File: config.mk
export PLATFORM = sky130hd
export DESIGN_NAME = timer_ctrl
export DESIGN_NICKNAME = d
export VERILOG_FILES = /design/src/rtl/timer_ctrl.sv
export SDC_FILE = /design/constraint.sdc
export NUM_CORES = 1
export LEC_CHECK = 0
export CAP_MARGIN = 5
export CORE_AREA = 2 2 247 127
export CTS_BUF_LIST = sky130_fd_sc_hd__clkbuf_4
export CTS_CLUSTER_DIAMETER = 30
export CTS_CLUSTER_SIZE = 16
export DETAILED_ROUTE_END_ITERATION = 8
export DIE_AREA = 0 0 249 129
export PLACE_DENSITY = 0.39
export SKIP_LAST_GASP = 1
export SYNTH_ARGS = -nofsm -noshare
export SYNTH_HDL_FRONTEND = slang
export SYNTH_SLANG_ARGS = --single-unit
File: constraint.sdc
create_clock -name clk -period 2.6 [get_ports clk]
set_clock_uncertainty 0.15 [all_clocks]
set_input_delay 0.52 -clock clk [delete_from_list [all_inputs] [get_ports clk]]
set_output_delay 0.52 -clock clk [all_outputs]
set_load 0.02 [all_outputs]
File: src/rtl/timer_ctrl.sv
// Memory-mapped timer controller: prescaler, compare match, periodic/one-shot
// sequencing, sticky W1C match flag and interrupt.
module timer_ctrl #(
  parameter logic [31:0] PRESCALE_RST = 32'd50_000,
  parameter logic [31:0] COMPARE_RST  = 32'hFFFF_FFFF
) (
  input  logic        clk,
  input  logic        rst,
  input  logic [2:0]  A,
  input  logic [31:0] WD,
  input  logic        WE,
  output logic [31:0] RD,
  output logic        irq
);

  typedef enum logic [1:0] {IDLE, RUN, DONE} state_t;

  state_t      state;
  logic        en, oneshot, ie, match;
  logic [31:0] prescale, count, compare, psc;

  logic wr_ctrl, wr_pre, wr_cnt, wr_cmp, wr_stat;
  logic tick, tick_eff, hit;

  assign wr_ctrl = WE && (A == 3'd0);
  assign wr_pre  = WE && (A == 3'd1);
  assign wr_cnt  = WE && (A == 3'd2);
  assign wr_cmp  = WE && (A == 3'd3);
  assign wr_stat = WE && (A == 3'd4);

  // A COUNT write or an EN-clearing CTRL write pre-empts the tick; the
  // compare uses the COMPARE value held before any same-cycle write.
  assign tick     = (state == RUN) && en && (psc == prescale);
  assign tick_eff = tick && !wr_cnt && !(wr_ctrl && !WD[0]);
  assign hit      = tick_eff && (count == compare);

  always_ff @(posedge clk) begin
    if (rst) begin
      state    <= IDLE;
      en       <= 1'b0;
      oneshot  <= 1'b0;
      ie       <= 1'b0;
      match    <= 1'b0;
      prescale <= PRESCALE_RST;
      count    <= '0;
      compare  <= COMPARE_RST;
      psc      <= '0;
    end else begin
      if (wr_ctrl) {ie, oneshot, en} <= WD[2:0];
      if (wr_pre)  prescale <= WD;
      if (wr_cmp)  compare  <= WD;

      if (wr_cnt)        count <= WD;
      else if (tick_eff) count <= hit ? '0 : count + 32'd1;

      // Set beats a same-cycle W1C
      if (wr_stat && WD[0]) match <= 1'b0;
      if (hit)              match <= 1'b1;

      // psc sits at 0 outside RUN, so every RUN entry starts a fresh period
      if (wr_pre || state != RUN) psc <= '0;
      else if (psc == prescale)   psc <= '0;
      else                        psc <= psc + 32'd1;

      case (state)
        IDLE, DONE: if (en) state <= RUN;
        RUN: begin
          if (!en) state <= IDLE;
          else if (hit && oneshot) begin
            state <= DONE;
            en    <= 1'b0;
          end
        end
        default: state <= IDLE;
      endcase
    end
  end

  always_comb begin
    RD = '0;
    case (A)
      3'd0: RD = {29'd0, ie, oneshot, en};
      3'd1: RD = prescale;
      3'd2: RD = count;
      3'd3: RD = compare;
      3'd4: RD = {29'd0, state == DONE, state == RUN, match};
      default: RD = '0;
    endcase
  end

  assign irq = match & ie;

endmodule

==> reports/results.ini <==
[power]
ir_drop_mv=0.2534
cellLeakagePower_uw=0.004020
fin_total_pwr_uw=4057
powerDensity_nw_per_um2=397.9

[synthesis]
synthTopCellsByArea=dfxtp_1, xor2_1, nand2_1
synth_cell_types=46
avgSynthCellArea_um2=7.725
yosysMostFrequentCell=nand2_1
yosysTopAreaCell=dfxtp_1
synthCells=959
yosysTopAreaCellShare=0.3621
synth_warnings=0
async_flop_share=0
ys_seq_area_frac=0.3621
synth_edf_count=0
synth_area_um2=7408
synth_seq_cells=134
ys.flop_type=dfxtp_1
syn_nets=999
synth_common_cells=nand2_1, dfxtp_1, nor2_1

[clock_tree]
cts_buffers=17
clock_latency_ps=620
cts_sinks=134
cts_tree=yes
clk_path_buf_depth=2
cts-root-buf=clkbuf_4
clk_pin_slew_ps=120
cts.htree.levels=4

[place]
dpl.hpwl_um=22220
pre_cts_ws_ps=-599.1
portBuffers=70
place_inst=1515
gp_congestion=0.8344

[critical_path]
path_buf_inv=0
reg2reg_depth=7
critical_path_class=register to register
crit_chain=xor2_4 > nor4_4 > nand4_1 > or4_4 > or2_4 > or4_1 > a311oi_1
cpMaxStageDelayCell=or4_4
worst_ep_required_time_ps=2960
worstReg2RegStart=psc[5]
reg2reg_slack_ps=-300
end_kind=register
cp_max_fo=5
max_stage_delay_ps=530
r2r_end=count[19]
cp-start-kind=register
cp.arrival_ps=3260
crit_family=simple AND/OR/NAND/NOR gates

[hold_path]
min_from=rst
hold_path_class=primary input to register
hold_end=oneshot
min_path_cells=3

[global_route]
grt_max_degree=103
antenna_found_initial=1
grt_first_pass_wirelength_um=45450
grt_pass1_vias=7078
track_usage=0.1924
grt-ovfl-total=0

[timing]
period_needed_ps=2897
finalSetupViolCount=35
max_freq_mhz=345.2
setup_ws_ps=-297.2
slew_headroom=0.6271
hold_violations=0
rsz0062_at_grt=yes
slew_violations=0
min_period_over_period=1.114
tightest_slew_ps=557.4

[drt]
drc=0
vias_per_cell=4.818
ant_nets=0
vias=7492
first_iter_violations=598
drt_wl_total_um=30020
routedWlPerCell_um=19.30
drtPass1Iterations=5

[run]
cap_violations=0

[final_layout]
fin_cells=1555
fin_nets=1182
areaGrowthSynthToFinish_pct=37.65
drive_gt1_frac=0.2840

[floorplan]
core_area_um2=29900
io_pins=71
initial_utilization=0.2478
rows=45
die_y_um=129
die_x_um=249
dieArea_um2=32120

[outcome]
violations=negative setup slack
status=complete, but fails checks

-- power by group --
group          switching, uW  total, uW  internal, uW
clock                    849       1280           432
combinational            347        629           281
sequential              49.3       2150          2100
total                   1250       4060          2810
-- metrics by stage --
step	instance area, um^2	TNS, ps	hold WS (ps)	util
final	10200	-4366	318.8	0.3411
after global routing	10200	-8249	301.1	0.3411
after CTS	10100	-6513	272.5	0.3378
after detailed placement	9622	-25510	319.8	0.3218
after global placement	9622	-24270	331.6	0.3218
after floorplan	7422	-23.27	273.0	-
-- cells by family (layout without fill, tap and decap cells) --
kind of cell               after synthesis  count (layout)  synth area share
DFF                                    134             134            0.3621
buffers and inverters                   78             274           0.04104
and+or+nand+nor                        475             475            0.3057
muxes                                   31              31           0.04847
AOI/OAI and AO/OA                      137             137            0.1187
adders and majority gates                2               2          0.003377
other                                    0               1                 0
xor gates and xnor gates               102             102            0.1206
-- layout make-up --
type,instances,area (um^2)
clock inverters,8,33.78
flip-flops and latches,134,2719
multi-input cells,747,4725
inverters,7,26.28
diodes,1,2.502
well taps,399,499.2
repair buffers,235,2012
fillers,3192,19700
clock buffers,24,180.2
-- repair_timing --
item                       4_1_cts  5_1_grt
setup buffers                    5        1
pin swaps                       29       24
setup endpoints to repair       71       96
hold buffers                     0        0
gates resized for setup        121       74
cloned                           1        0
hold endpoints to repair         0        0
-- flip-flops by register name, summed over array words and instances (netlist names) --
signal	flops
compare	32
count	32
prescale	32
psc	32
state	2
en	1
ie	1
match	1
oneshot	1
-- routing by layer --
metal / global-route usage / up-vias / part of all wire
li1: - / 3660 / -
met1: 0.3138 / 3629 / 0.57
met2: 0.2478 / 185 / 0.37
met3: 0.04269 / 18 / 0.048
met4: 0.03244 / 0 / 0.0081
met5: 0 / - / 0
-- worst max path at each step --
stage / slack (ps) / cells past startpoint / endpoint / from
2_1_floorplan: -10 / 9 / count[22] / A[2]
3_3_place_gp: -540 / 8 / count[22] / WE
3_5_place_dp: -600 / 8 / count[19] / WE
4_1_cts: -370 / 7 / count[19] / prescale[2]
5_1_grt: -360 / 8 / count[11] / psc[5]
6_report: -300 / 7 / count[19] / psc[5]
-- worst reg2reg max path, cell delays in order, from the launching register on --
cell and delay, ps:
dfxtp_4 380, xor2_4 190, nor4_4 300, nand4_1 210
or4_4 530, or2_4 270, or4_1 480, a311oi_1 280
-- placed cells by master, fill, tap and decap left out, types with 6 or more instances in the layout --
master,n
nand2_1,173
buf_4,147
nor2_1,115
dfxtp_1,111
xor2_1,77
nand3b_1,47
nand3_1,38
a21oi_1,36
clkdlybuf4s50_1,35
mux2_2,29
clkbuf_4,24
a22oi_1,22
dfxtp_2,20
xnor2_1,18
o21ai_0,17
a31oi_1,15
buf_2,15
nor3_1,14
nand4_1,14
a311oi_1,13
nor4_1,12
a22oi_2,11
buf_12,11
and3_1,10
clkbuf_2,8
buf_6,7
nor4_2,6
No activity file was read; power rests on OpenSTA's default activity.
